<file path="config.mk">
export PLATFORM = sky130hd
export DESIGN_NAME = data_mem_arbiter
export DESIGN_NICKNAME = d
export VERILOG_FILES = /design/src/rtl/data_mem_arbiter.sv
export SDC_FILE = /design/constraint.sdc
export NUM_CORES = 1
export LEC_CHECK = 0
export ABC_AREA = 1
export ABC_CLOCK_PERIOD_IN_PS = 5500
export BUFFER_PORTS_ARGS = -buffer_cell sky130_fd_sc_hd__buf_4
export CAP_MARGIN = 30
export CORE_ASPECT_RATIO = 0.75
export CORE_MARGIN = 2
export CORE_UTILIZATION = 30
export CTS_BUF_LIST = sky130_fd_sc_hd__clkbuf_4 sky130_fd_sc_hd__clkbuf_8 sky130_fd_sc_hd__clkbuf_16
export CTS_CLUSTER_SIZE = 16
export DETAILED_ROUTE_END_ITERATION = 7
export PLACE_DENSITY = 0.65
export SKIP_CTS_REPAIR_TIMING = 1
export SYNTH_ARGS = -nofsm -noshare
export SYNTH_HDL_FRONTEND = slang
export SYNTH_SLANG_ARGS = --single-unit
</file>
<file path="constraint.sdc">
create_clock -name clk -period 5.5 [get_ports clk]
set_clock_uncertainty 0.1 [all_clocks]
set_input_delay 1.375 -clock clk [delete_from_list [all_inputs] [get_ports clk]]
set_output_delay 1.375 -clock clk [all_outputs]
set_load 0.03 [all_outputs]
</file>
<file path="src/rtl/data_mem_arbiter.sv">
// Round-robin arbiter sharing one single-port data memory between the CPU (port 0)
// and the debug/DMA loader (port 1); one access at a time, three cycles each.
//
// state    | meaning
// S_IDLE   | waiting for a request; latches the granted port's access
// S_ACCESS | access on the memory pins; write commits / read captured at the end
// S_DONE   | ack, rdata and err presented to the granted port for one cycle
module data_mem_arbiter #(
    parameter int AW        = 32,
    parameter int DW        = 32,
    parameter int MEM_DEPTH = 32
) (
    input  logic          clk,
    input  logic          reset,
    input  logic          req0,
    input  logic          we0,
    input  logic [AW-1:0] addr0,
    input  logic [DW-1:0] wdata0,
    output logic          ack0,
    output logic [DW-1:0] rdata0,
    output logic          err0,
    input  logic          req1,
    input  logic          we1,
    input  logic [AW-1:0] addr1,
    input  logic [DW-1:0] wdata1,
    output logic          ack1,
    output logic [DW-1:0] rdata1,
    output logic          err1,
    output logic [AW-1:0] mem_addr,
    output logic [DW-1:0] mem_din,
    output logic          mem_we,
    input  logic [DW-1:0] mem_dout,
    output logic          busy
);

    localparam logic [1:0] S_IDLE   = 2'd0;
    localparam logic [1:0] S_ACCESS = 2'd1;
    localparam logic [1:0] S_DONE   = 2'd2;

    localparam logic [AW-1:0] DEPTH_A = AW'(MEM_DEPTH);

    logic [1:0]    state_q,    state_d;
    logic          last_gnt_q, last_gnt_d;
    logic          sel_q,      sel_d;
    logic          we_q,       we_d;
    logic [AW-1:0] addr_q,     addr_d;
    logic [DW-1:0] wdata_q,    wdata_d;
    logic [DW-1:0] rdata_q,    rdata_d;
    logic          mem_we_q,   mem_we_d;
    logic          grant;
    logic          in_range;
    logic          done;

    assign in_range = (addr_q < DEPTH_A);
    assign done     = (state_q == S_DONE);

    always_comb begin
        state_d    = state_q;
        last_gnt_d = last_gnt_q;
        sel_d      = sel_q;
        we_d       = we_q;
        addr_d     = addr_q;
        wdata_d    = wdata_q;
        rdata_d    = rdata_q;
        mem_we_d   = 1'b0;
        grant      = 1'b0;
        case (state_q)
            S_IDLE: begin
                if (req0 || req1) begin
                    // on a conflict the port that did not win last time goes first
                    grant      = (req0 && req1) ? ~last_gnt_q : req1;
                    sel_d      = grant;
                    we_d       = grant ? we1    : we0;
                    addr_d     = grant ? addr1  : addr0;
                    wdata_d    = grant ? wdata1 : wdata0;
                    last_gnt_d = grant;
                    mem_we_d   = we_d && (addr_d < DEPTH_A);
                    state_d    = S_ACCESS;
                end
            end
            S_ACCESS: begin
                if (!we_q) begin
                    rdata_d = in_range ? mem_dout : '0;
                end
                state_d = S_DONE;
            end
            S_DONE: begin
                state_d = S_IDLE;
            end
            default: begin
                state_d = S_IDLE;
            end
        endcase
    end

    always_ff @(posedge clk or posedge reset) begin
        if (reset) begin
            state_q    <= S_IDLE;
            last_gnt_q <= 1'b1;
            sel_q      <= 1'b0;
            we_q       <= 1'b0;
            addr_q     <= '0;
            wdata_q    <= '0;
            rdata_q    <= '0;
            mem_we_q   <= 1'b0;
        end else begin
            state_q    <= state_d;
            last_gnt_q <= last_gnt_d;
            sel_q      <= sel_d;
            we_q       <= we_d;
            addr_q     <= addr_d;
            wdata_q    <= wdata_d;
            rdata_q    <= rdata_d;
            mem_we_q   <= mem_we_d;
        end
    end

    assign mem_addr = addr_q;
    assign mem_din  = wdata_q;
    assign mem_we   = mem_we_q;
    assign busy     = (state_q != S_IDLE);

    assign ack0   = done && !sel_q;
    assign ack1   = done &&  sel_q;
    assign err0   = ack0 && !in_range;
    assign err1   = ack1 && !in_range;
    assign rdata0 = ack0 ? rdata_q : '0;
    assign rdata1 = ack1 ? rdata_q : '0;

endmodule

</file>
* After elaboration in Yosys (flattened, before gate mapping) *
Index checks and enable logic that the tools add are counted.

operators by class
  equal/unequal tests = 3
  reductions and logical operators = 13
  order comparisons = 2
  multiplexer cells = 11
  bitwise logic cells = 2

operators by type and width
  kind                                                                    count
  32-bit two-way mux                                                      5
  32-bit by 6-bit < comparator with 1-bit output (second input constant)  2
  1-bit logical AND                                                       6
  1-bit two-way mux                                                       4
  2-bit one-hot mux with 2 select lines                                   1
  2-bit AND reduction                                                     2
  2-bit by 1-bit == test with 1-bit output (second input constant)        1
  2-bit == test (second input constant)                                   1
  1-bit logical NOT                                                       2
  2-bit logical NOT                                                       1
  2-bit two-way mux                                                       1
  2-bit inequality test (second input constant)                           1
  1-bit NOT                                                               2
  2-bit nonzero test                                                      1
  1-bit logical OR                                                        1

word-level totals
  register bits after elaboration = 102
  input port bits = 166
  logic and storage cells = 39

* Logic depth before layout (Yosys ltp) *
  word-level depth = 7
  mapped depth = 11
  mapped depth without buffers = 10

* Least setup slack after synthesis *
Ideal clock, no wire load.

  kind = register to output
  start point = register state_q[0]
  end point = output port rdata0[10]
  required time = 4025 ps
  path slack = 1981 ps
  cell stages (with the launch flop) = 5
  path buffers = 1
  data arrival time = 2044 ps
  path through = dfrtp_1 > nor3_1 > inv_1 > clkbuf_1 > nor2_1

between the ends
  word-level cells in the longest chain between the ends = 3

ends and longest elaborated chain
  what                    RTL line  text
  start, declared         42        logic [1:0] state_q, state_d;
  start signal, assigned  107       state_q <= state_d;
  2-bit == test           55        assign done = (state_q == S_DONE);
  1-bit logical AND       123       assign ack0 = done && !sel_q;
  net ack0                19        output logic ack0,
  32-bit two-way mux      127       assign rdata0 = ack0 ? rdata_q : '0;
  end, declared           20        output logic [DW-1:0] rdata0,

The timed path passes the listed nets, and every way through them passes these cells.

* Worst setup path after layout *
  start point = register addr_q[26], in the netlist mem_addr[26]
  end point = output port err1

between the ends
  word-level cells in the longest chain between the ends = 3

ends and longest elaborated chain
  what                                            RTL line  text
  start, declared                                 46        logic [AW-1:0] addr_q, addr_d;
  start signal, assigned                          111       addr_q <= addr_d;
  32-bit by 6-bit < comparator with 1-bit output  54        assign in_range = (addr_q < DEPTH_A);
  1-bit logical NOT                               126       assign err1 = ack1 && !in_range;
  1-bit logical AND                               126
  end, declared                                   28        output logic err1,

No other way between the ends.

==> flow_metrics.tcl <==
set metrics [dict create \
    status "complete, no violations" \
    die_h_um 117 \
    placement.io_buffers 299 \
    ys_seq_elements 102 \
    crit_arrival_ns 2.01 \
    rr_worst_depth 9 \
    swShare 0.450 \
    tightest_slew_ns 0.811 \
    placementRows 41 \
    rsz0062_at_grt "false" \
    fin_nets 1142 \
    p_leak_nw 4.02 \
    slew_headroom 0.459 \
    drtPass1Iterations 6 \
    busiest_layer "met2" \
    htree_num_levels 3 \
    syn_avg_cell_area_um2 7.33 \
    met3_usage 0.0636 \
    cts_buffer_depth 2 \
    power_density_nw_per_um2 475 \
    grt.met2_usage 0.327 \
    coreArea_um2 16800 \
    cts-root-buf "clkbuf_16" \
    fin_crit_sh 0.633 \
    cp-end-kind "output pin" \
    final_antenna_net_count 0 \
    seq_power_share 0.320 \
    area_growth_pct 53.3 \
    fmax_ghz 0.287 \
    clk_pin_slew_ns 0.07 \
    wirelength_mm 18.5 \
    setup_violations 0 \
    hpwl_mm 13.8 \
    clkPwrFrac 0.187 \
    wl_per_cell_um 15.5 \
    synth_nets 868 \
    gr-usage-met1 0.267 \
    grt_max_degree 90 \
    maxCapViolCount 0 \
    ir_drop_mv 0.223 \
    hold_path_class "reg -> reg" \
    die_w_um 155 \
    antenna_found_initial 0 \
    grt_pass1_wl_mm 29.3 \
    tns_ns 0 \
    fp.dieArea_um2 18200 \
    insertion_delay_ns 0.35 \
    timing.final.crit_period_ns 3.48 \
    drtIter0Drc 299 \
    hold_viol_final 0 \
    syn_inst 702 \
    clock_sinks 102 \
    cts_inserted_buffers 9 \
    placed_area_um2 7520 \
    drt-vias-per-instance 4.65 \
    grt_usage 0.203 \
    final_area_um2 7890 \
    cts_tree "built" \
    internal_power_mw 2.06 \
    drc_errors 0 \
    gp_congestion 0.798 \
    crit_path_start_kind "flip-flop" \
    n_fill_cell 1699 \
    grt.overflow.total 0 \
    min_path_cells 1 \
    grt_pass1_vias 5418 \
    ios 300 \
    p_comb_frac 0.494 \
    report.final.slew_viol_count 0 \
    critPathKind "reg -> out" \
    crit_fanout 21 \
    synthesis.area_um2 5140 \
    p_switching_mw 1.68 \
    yosysWarnings 0 \
    final_core_util 0.469 \
    num_vias 5561 \
    whs_ns 0.356 \
    cp.required_ns 4.03 \
    start_util 0.306 \
    ys_types 22 \
    drive_above_1_share 0.343 \
    antenna_cells 0 \
    synth-seq-area-share 0.496 \
]
cell usage in the layout (no fill, tap or decap):
cell	netlist	layout
or2_2	1	1
nor2_2	1	1
nor2_1	154	154
clkinv_4	0	1
buf_4	4	303
clkinv_2	0	2
nand2_1	179	179
nor2_4	2	2
nor3_1	4	4
buf_16	0	3
nand2_4	1	1
o21ai_1	40	40
clkbuf_16	0	9
nand3_1	56	56
o211ai_1	1	1
a31oi_1	21	21
bufinv_16	0	2
dfstp_2	1	1
inv_1	44	43
inv_2	5	5
inv_6	0	2
o21ai_0	44	44
inv_4	0	1
buf_12	0	1
nand3b_1	2	2
nand2_2	1	1
dfrtp_1	101	101
synth_stat cells:
library cell	n	share of area
nand2_1	179	0.13
nor2_1	154	0.11
dfrtp_1	101	0.49
nand3_1	56	0.054
inv_1	44	0.032
o21ai_0	44	0.043
o21ai_1	40	0.039
buf_2	22	0.021
a31oi_1	21	0.026
clkbuf_1	15	0.011
inv_2	5	0.0036
buf_4	4	0.0058
nor3_1	4	0.0039
buf_6	3	0.0066
nand3b_1	2	0.0029
nor2_4	2	0.0044
dfstp_2	1	0.0051
nand2_2	1	0.0012
nand2_4	1	0.0022
nor2_2	1	0.0012
o211ai_1	1	0.0015
or2_2	1	0.0012
per-layer routing:
metal | vias up | part of all wire
met1 | 2537 | 0.44
li1 | 2775 | -
met3 | 20 | 0.086
met2 | 229 | 0.46
met4 | 0 | 0.014
met5 | - | 0
power by group through the flow:
stage | clock, mW | sequential (mW) | combinational (mW)
after floorplan | 0 | 1.64 | 0.673
after global placement | 0 | 1.20 | 1.80
after detailed placement | 0 | 1.20 | 1.85
after CTS | 0.725 | 1.19 | 1.86
after global routing | 0.750 | 1.23 | 2.01
final | 0.699 | 1.20 | 1.85
per-stage QoR:
stage	worst slack, ns	total power [mW]	cells
after floorplan	1.35	2.31	702
after global placement	2.00	3.01	1176
after detailed placement	1.97	3.06	1178
after CTS	1.96	3.77	1194
after global routing	1.77	3.99	1196
final	2.02	3.74	1196
sequential cells by signal (all words and copies together), names as in the netlist:
| name | cells |
|---|---|
| last_gnt_q | 1 |
| mem_addr | 32 |
| mem_din | 32 |
| mem_we | 1 |
| rdata_q | 32 |
| sel_q | 1 |
| state_q | 2 |
| we_q | 1 |
cells by family after synthesis:
group / count (synthesis) / synth area share
simple gates: 401 / 0.314
compound gates: 106 / 0.109
flops: 102 / 0.496
buf+inv: 93 / 0.0805
path summary, 6_finish.rpt:
check	slack [ns]	from	end
min	0.36	state_q[1]$_DFFE_PP0P_	state_q[1]$_DFFE_PP0P_
min in group asynchronous	0.95	reset	mem_din[9]$_DFFE_PP0P_
max in group asynchronous	3.52	reset	last_gnt_q$_DFFE_PP1P_
min reg2reg	0.36	state_q[1]$_DFFE_PP0P_	state_q[1]$_DFFE_PP0P_
max	2.02	mem_addr[26]$_DFFE_PP0P_	err1
max reg2reg	3.01	last_gnt_q$_DFFE_PP1P_	mem_we$_DFF_PP0_
critical path, cell delays in order (launching register included):
cell     delay [ns]
dfrtp_1        0.42
nor2_1         0.14
nand2_1        0.06
nor3_1         0.13
nand3_1        0.16
nor2_4         0.46
nor2_1         0.08
buf_4          0.19
cell type report:
| type | instances | area (um2) | share of cell area |
|---|---|---|---|
| repair buffers | 307 | 2380 | 0.301 |
| inverters | 49 | 186 | 0.0236 |
| flip-flops and latches | 102 | 2550 | 0.324 |
| clock buffers | 9 | 225 | 0.0286 |
| well taps | 215 | 269 | 0.0341 |
| multi-input cells | 507 | 2180 | 0.276 |
| clock inverters | 7 | 96.3 | 0.0122 |
Power figures use the tool's default switching activity.
